File: src/rtl/game_pkg.sv
// Shared game types: FSM state encoding and the draw marker for the winner bus.
// Imported by game_sequencer, simulate and the turn-aware draw_* blocks.
package game_pkg;

  typedef enum logic [2:0] {
    IDLE,
    WAIT_READY,
    AIM,
    FLIGHT,
    RESOLVE,
    OVER
  } game_state_t;

  // Wide enough for 8 players; truncating all-ones keeps it all-ones.
  localparam logic [3:0] NO_WINNER = 4'hF;

endpackage

File: src/rtl/wind_lfsr.sv
// 8-bit Fibonacci LFSR, x^8+x^6+x^5+x^4+1, advanced on step.
// nxt exposes the stepped value so wind can be latched in the same cycle.
module wind_lfsr #(
  parameter logic [7:0] SEED = 8'hA5
) (
  input  logic       clk,
  input  logic       rst,
  input  logic       step,
  output logic [7:0] q,
  output logic [7:0] nxt
);

  assign nxt = {q[6:0], q[7] ^ q[5] ^ q[4] ^ q[3]};

  always_ff @(posedge clk) begin
    if (rst)       q <= SEED;
    else if (step) q <= nxt;
  end

endmodule

File: src/rtl/game_sequencer.sv
// N-player turn/round sequencer: throw gating, survivor rotation,
// HP bookkeeping, aim timeout, per-turn wind and winner detection.
module game_sequencer
  import game_pkg::*;
#(
  parameter int         N_PLAYERS   = 2,
  parameter int         HP_W        = 7,
  parameter int         HP_INIT     = 100,
  parameter int         TURN_W      = 3,
  parameter int         WIND_W      = 3,
  parameter int         AIM_TIMEOUT = 600,
  parameter logic [7:0] LFSR_SEED   = 8'hA5,
  localparam int        PW          = $clog2(N_PLAYERS)
) (
  input  logic                      clk60MHz,
  input  logic                      rst,
  input  logic                      start,
  input  logic [N_PLAYERS-1:0]      ready,
  input  logic                      frame_tick,
  input  logic                      throw_req,
  input  logic                      throw_done,
  input  logic                      hit_valid,
  input  logic [PW-1:0]             hit_player,
  input  logic [HP_W-1:0]           hit_damage,
  output game_state_t               state,
  output logic [PW-1:0]             active_player,
  output logic [TURN_W-1:0]         turn,
  output logic [WIND_W-1:0]         wind,
  output logic                      throw_en,
  output logic [N_PLAYERS*HP_W-1:0] hp,
  output logic                      game_over,
  output logic [PW:0]               winner
);

  localparam int CW = $clog2(AIM_TIMEOUT + 1);
  localparam logic [PW:0] NO_WIN = NO_WINNER[PW:0];
  localparam logic [N_PLAYERS*HP_W-1:0] HP_FULL =
    {N_PLAYERS{HP_W'(HP_INIT)}};

  game_state_t      state_n;
  logic [CW-1:0]    aim_cnt;
  logic             aim_expire;
  logic [N_PLAYERS-1:0] alive;
  logic [PW:0]      alive_cnt;
  logic             advance;
  logic             restart;
  logic             hit_ok;
  logic [HP_W-1:0]  hit_cur;
  logic [7:0]       lfsr_q;
  logic [7:0]       lfsr_nxt;

  function automatic logic [PW:0] count_alive(
    input logic [N_PLAYERS-1:0] a
  );
    logic [PW:0] c;
    c = '0;
    for (int i = 0; i < N_PLAYERS; i++)
      c = c + {{PW{1'b0}}, a[i]};
    return c;
  endfunction

  function automatic logic [PW-1:0] next_alive(
    input logic [N_PLAYERS-1:0] a,
    input logic [PW-1:0]        cur
  );
    logic [PW-1:0] r;
    logic          found;
    int            idx;
    r     = cur;
    found = 1'b0;
    for (int k = 1; k < N_PLAYERS; k++) begin
      idx = (int'(cur) + k) % N_PLAYERS;
      if (!found && a[idx]) begin
        r     = PW'(idx);
        found = 1'b1;
      end
    end
    return r;
  endfunction

  function automatic logic [PW-1:0] first_alive(
    input logic [N_PLAYERS-1:0] a
  );
    logic [PW-1:0] r;
    r = '0;
    for (int i = N_PLAYERS - 1; i >= 0; i--)
      if (a[i]) r = PW'(i);
    return r;
  endfunction

  always_comb begin
    alive = '0;
    for (int i = 0; i < N_PLAYERS; i++)
      alive[i] = hp[i*HP_W +: HP_W] != '0;
  end

  assign alive_cnt  = count_alive(alive);
  assign aim_expire = frame_tick &&
                      (aim_cnt == CW'(AIM_TIMEOUT - 1));
  assign advance    = (state == RESOLVE) && (alive_cnt > 1);
  assign restart    = start && (state == IDLE || state == OVER);
  assign hit_ok     = (state == FLIGHT) && hit_valid &&
                      (int'(hit_player) < N_PLAYERS);
  assign hit_cur    = hp[int'(hit_player)*HP_W +: HP_W];

  wind_lfsr #(.SEED(LFSR_SEED)) u_wind (
    .clk  (clk60MHz),
    .rst  (rst),
    .step (advance),
    .q    (lfsr_q),
    .nxt  (lfsr_nxt)
  );

  always_comb begin
    state_n = state;
    unique case (state)
      IDLE:       if (start)      state_n = WAIT_READY;
      WAIT_READY: if (&ready)     state_n = AIM;
      AIM: begin
        // a throw on the final tick still counts
        if (throw_req)       state_n = FLIGHT;
        else if (aim_expire) state_n = RESOLVE;
      end
      FLIGHT:     if (throw_done) state_n = RESOLVE;
      RESOLVE:    state_n = (alive_cnt > 1) ? AIM : OVER;
      OVER:       if (start)      state_n = WAIT_READY;
      default:    state_n = IDLE;
    endcase
  end

  always_ff @(posedge clk60MHz) begin
    if (rst) state <= IDLE;
    else     state <= state_n;
  end

  always_ff @(posedge clk60MHz) begin
    if (rst) begin
      active_player <= '0;
      turn          <= '0;
      wind          <= '0;
      throw_en      <= 1'b0;
      hp            <= HP_FULL;
      game_over     <= 1'b0;
      winner        <= NO_WIN;
      aim_cnt       <= '0;
    end else begin
      throw_en  <= (state_n == AIM);
      game_over <= (state_n == OVER);
      if (state != AIM)   aim_cnt <= '0;
      else if (frame_tick) aim_cnt <= aim_cnt + CW'(1);
      if (restart) begin
        hp            <= HP_FULL;
        turn          <= '0;
        active_player <= '0;
        winner        <= NO_WIN;
      end
      if (hit_ok)
        hp[int'(hit_player)*HP_W +: HP_W] <=
          (hit_cur > hit_damage) ? hit_cur - hit_damage : '0;
      if (advance) begin
        active_player <= next_alive(alive, active_player);
        turn          <= turn + TURN_W'(1);
        wind          <= lfsr_nxt[WIND_W-1:0];
      end else if (state == RESOLVE) begin
        winner <= (alive_cnt == '0) ? NO_WIN
                                    : {1'b0, first_alive(alive)};
      end
    end
  end

endmodule

File: config.mk
export PLATFORM = sky130hd
export DESIGN_NAME = game_sequencer
export DESIGN_NICKNAME = d
export VERILOG_FILES = /design/src/rtl/game_pkg.sv /design/src/rtl/wind_lfsr.sv /design/src/rtl/game_sequencer.sv
export SDC_FILE = /design/constraint.sdc
export NUM_CORES = 1
export LEC_CHECK = 0
export CAP_MARGIN = 15
export CELL_PAD_IN_SITES_DETAIL_PLACEMENT = 2
export CELL_PAD_IN_SITES_GLOBAL_PLACEMENT = 2
export CORE_AREA = 3 3 102 84
export DETAILED_ROUTE_END_ITERATION = 6
export DIE_AREA = 0 0 105 87
export PLACE_DENSITY = 0.91
export SLEW_MARGIN = 5
export SYNTH_ARGS = -nofsm -noshare
export SYNTH_HDL_FRONTEND = slang
export SYNTH_HIERARCHICAL = 1
export SYNTH_SLANG_ARGS = --single-unit
File: constraint.sdc
create_clock -name clk60MHz -period 4.85 [get_ports clk60MHz]
set_input_delay 0.485 -clock clk60MHz [delete_from_list [all_inputs] [get_ports clk60MHz]]
set_output_delay 0.485 -clock clk60MHz [all_outputs]
set_load 0.005 [all_outputs]
Yosys cells after proc, flatten, opt, wreduce, memory -nomap -nowiden
Cells that the tools add are included.
- add/subtract/negate cells: 6
- multiply operators: 1
- order comparisons: 3
- equal/unequal tests: 10
- shifts and indexed selects: 3
- mux-type cells: 26
- bitwise gates (word level): 4
- reduce and logical (&&, ||, !) cells: 14
- operators with widths (operator ; number):
    2-to-1 mux 14 bit ; 3
    negation 4 -> 33 bit ; 1
    variable shift 7 x 33 -> 14 bit, first input constant ; 1
    variable part select 7 x 33 -> 14 bit ; 1
    variable part select 14 x 32 -> 7 bit ; 1
    2-to-1 mux 3 bit ; 8
    case mux 3 bit (5 select lines) ; 1
    bitwise mux 14 bit ; 1
    nonzero test 7 bit ; 2
    adder 10 x 1 -> 10 bit, second input constant ; 1
    equality test 10 bit, second input constant ; 1
    equality test 3 x 2 -> 1 bit, second input constant ; 3
    equality test 3 bit, second input constant ; 3
    2-to-1 mux 1 bit ; 8
    2-to-1 mux 2 bit ; 4
    greater-than comparator 7 bit ; 1
    2-to-1 mux 7 bit ; 1
    subtractor 7 bit ; 1
    logical AND 1 bit ; 4
    multiplier 1 x 3 -> 4 bit, second input constant ; 1
    AND reduction 2 bit ; 2
    OR reduction 2 bit ; 2
    adder 3 x 1 -> 3 bit, second input constant ; 1
    equality test 3 x 1 -> 1 bit, second input constant ; 1
    12 further kinds ; 14
- register bits: 46
- output and inout port bits: 28
- word-level logic and storage cells: 77

Longest topological paths before layout
- depth after elaboration: 7
- gate-level depth with buffers: 8
- mapped depth without buffers: 7

By module
Netlist, hierarchy kept.
- modules (own cells, without submodules) (module ; instances ; cells an instance ; area an instance (sq um)):
    game_sequencer ; 1 ; 258 ; 2215.9
    wind_lfsr ; 1 ; 37 ; 362.8

Worst setup path after synthesis
No wires, ideal clock.
- kind: in2reg
- from: in hit_player
- to: reg hp[1]
- library setup time: 101 ps
- arrival: 2247 ps
- data required time: 4749 ps
- path slack: 2502 ps
- cell stages on the path: 8
- path buffers: 2
- path through: buf_2 -> mux2_2 -> ha_1 -> buf_2 -> nand3_1 -> a211oi_2 -> o21ai_1 -> o41ai_1
- word-level cells in the longest chain between the ends: 7
- elaborated cells on any way between the ends: 10
- ends and longest elaborated chain (item ; line ; text):
    start, declared ; game_sequencer.sv:23 ; input logic [PW-1:0] hit_player,
    multiplier 1 x 3 -> 4 bit * ; game_sequencer.sv:104, game_sequencer.sv:158 ;
    variable part select 14 x 32 -> 7 bit ; game_sequencer.sv:104 ; assign hit_cur = hp[int'(hit_player)*HP_W +: HP_W];
    subtractor 7 bit or greater-than comparator 7 bit (tied branches) ; game_sequencer.sv:159 ; (hit_cur > hit_damage) ? hit_cur - hit_damage : '0;
    2-to-1 mux 7 bit ; game_sequencer.sv:159 ;
    variable part select 7 x 33 -> 14 bit ; game_sequencer.sv:158 ; hp[int'(hit_player)*HP_W +: HP_W] <=
    bitwise mux 14 bit * ; game_sequencer.sv:158 ;
    2-to-1 mux 14 bit * ; game_sequencer.sv:157 ; if (hit_ok)
    end signal, assigned by index ; game_sequencer.sv:158 ;
    end, declared ; game_sequencer.sv:30 ; output logic [N_PLAYERS*HP_W-1:0] hp,
Every way passes the cells marked *; elsewhere a longest branch is shown, timed or not.
A chain may end at the register's enable or synchronous reset.

Worst setup path in the final report
Same ends and word-level chain as after synthesis.

==> summary.txt <==
Synthesis
  – Syn Area/Cell: 8.77 sq um
  – Post-synthesis cell area: 2530 sq um
  – Post-Synthesis Cells: 288
  – Synthesis warning total: 6
  – Synth Net Count: 315

Power
  – Worst VDD drop: 0.0928 mV
  – Net switching power: approximately 220 uW
  – Comb power frac: 13.7%
  – Tot Pwr: 745 uW
  – Leakage: about 1.1 nW
  – Int Power: 528 uW
  – Sw Ratio: between 20% and 30%
  – Seq pwr share: between 50% and 60%
  – Clock network fraction of total power: about 34%
  – Power Dens Cells: 239 nW/um^2

Timing
  – Total negative slack: 0 ns
  – RSZ-0062 raised after global routing: no
  – Minimum clock period: 3.01 ns
  – Max-slew violations: 0
  – Fin. Hold Viols: 0
  – Setup-failing EPs final: 0
  – Worst Max-Slew Pin Slew: 0.791 ns
  – Relative slew slack: ~47%
  – Max Clock Freq: 0.332 GHz
  – Final period utilization: between 60 and 70%
  – Worst Clk Skew: 0.0154 ns

Critical path
  – R2r worst-path depth: 6
  – Worst path max stage delay: 0.74 ns
  – Setup crit end kind: flop
  – Critical path cell sequence: clkdlybuf4s50_1, mux2_2, ha_1, a21oi_1, a211oi_2, o21ai_1, o41ai_1
  – Buf/Inv on CP: 1
  – Worst path top cell family by delay: compound AO/OA/AOI/OAI gates
  – Worst setup SP type: input pin
  – CP required: 5.05 ns
  – Arr. time, crit path: 3.21 ns
  – Crit path depth: 7
  – Crit-path max FO: 10
  – WS Path Type: in2reg
  – Crit-path slowest cell: clkdlybuf4s50_1

Hold path
  – Hold path depth: 2
  – HP Class: reg2reg

Routing
  – Initial DRC count: 136
  – Routed WL per cell: slightly below 20 um
  – Antenna viol nets, final: 0
  – DRT Wirelength: 8.24 mm
  – # DRC: 0
  – DR pass1 iterations: 4
  – DR vias: approximately 2.4k
  – Via-to-Cell Ratio: about 5.5

Clock network
  – Clk_lat worst skew: 0.32 ns
  – Clock net sink count: 46
  – CTS tree: yes
  – Root buf cell: clkbuf_8
  – PostCTS Resize Cnt: 0
  – Maximum clock path buffer count: 2
  – TritonCTS Buffers: 5
  – Setup repair bufs after CTS: 0
  – CTS Hold Bufs: 0
  – Max H-tree Level: 2
  – Clk slew on worst S/H paths: 0.09 ns

Placement
  – Port Buffers: 44
  – GPL Wtd Cong: 0.882
  – Detailed Place HPWL: 6.30 mm

Die
  – Initial core utilization: 33.7%
  – Rows: 28
  – Die width: 105 um
  – Die Ht: approximately 87 um
  – Die area: 9140 sq um
  – I/O pin total: 45
  – Core area: around 7500 sq um

Global routing
  – Gr ovfl total: 0
  – Largest net degree at the start of global routing: 21
  – Global-route wire length before repair: 13.4 mm
  – Vias in the first global route: 2599
  – Initial antenna violation count: 0
  – GRT Total Usage: between 10% and 20%

Finish
  – Fillers: approximately 850
  – Area growth, synth to finish: 23.5%
  – Layout cells sized above 1: 4.94%
  – Post-layout nets: 350
  – N_diodes: 0

Run
  – Max-Cap Viols: 0

Outcome
  – Status: completed
## worst min-delay path: stages (launching register included)
cell and delay, ns:
dfxtp_1 0.32, o31ai_1 0.06, a21oi_1 0.06
## layout by cell type, fill, tap and decap left out, types with 9 or more instances in the layout
| cell | instances |
|---|---|
| mux2i_1 | 11 |
| nand4_1 | 17 |
| inv_1 | 12 |
| o31ai_1 | 9 |
| ha_1 | 9 |
| nand3_1 | 9 |
| nand2_1 | 14 |
| nor2_1 | 23 |
| dfxtp_1 | 46 |
| clkdlybuf4s50_1 | 44 |
| a21oi_1 | 13 |
## per-layer routing
layer	routed length, um	vias up	part of all wire (%)	global-route usage [%]
li1	-	1134	-	-
met4	153	0	1.9	6.91
met2	3910	44	47	31.8
met3	209	14	2.5	2.82
met5	0	-	0	0
met1	3970	1181	48	23.7
## layout make-up
cell class / count / area [sq um] / area share, %
multi-input cells: 212 / 1480 / 47.5
flip-flops and latches: 46 / 921 / 29.5
repair buffers: 45 / 448 / 14.4
well taps: 105 / 131 / 4.21
clock buffers: 5 / 68.8 / 2.21
inverters: 13 / 48.8 / 1.56
clock inverters: 3 / 18.8 / 0.602
## flip-flops by register name (all words and copies together), names as in the netlist
name / count
turn: 3
game_over: 1
wind: 3
aim_cnt: 10
state: 3
hp: 14
active_player: 1
u_wind/q: 8
winner: 2
throw_en: 1
## power groups by stage
stage	Combinational (mW)	Sequential (mW)	Clock (mW)
after floorplan	0.0644	0.395	0
after global placement	0.0960	0.401	0
after detailed placement	0.101	0.402	0
after CTS	0.101	0.393	0.255
after global routing	0.112	0.395	0.267
final	0.102	0.393	0.250
## path summary, 6_finish.rpt
check | from | to | slack, ns
max | hit_player | hp[1]$_SDFF_PP0_ | 1.84
min | wind[2]$_SDFFE_PP0N_ | wind[2]$_SDFFE_PP0N_ | 0.47
max reg2reg | hp[9]$_SDFF_PP1_ | hp[1]$_SDFF_PP0_ | 2.45
min reg2reg | wind[2]$_SDFFE_PP0N_ | wind[2]$_SDFFE_PP0N_ | 0.47
## through the flow
step	hold WS [ns]	cell area [sq um]	setup WS (ns)	utilization [%]	instances
floorplan	0.440	2530	2.50	-	288
global placement	0.453	3030	1.76	40.4	421
detailed placement	0.469	3030	1.62	40.4	421
CTS	0.482	3120	1.94	41.6	429
global route	0.513	3120	1.64	41.6	429
finish	0.474	3120	1.84	41.6	429
Power figures use the tool's default switching activity.
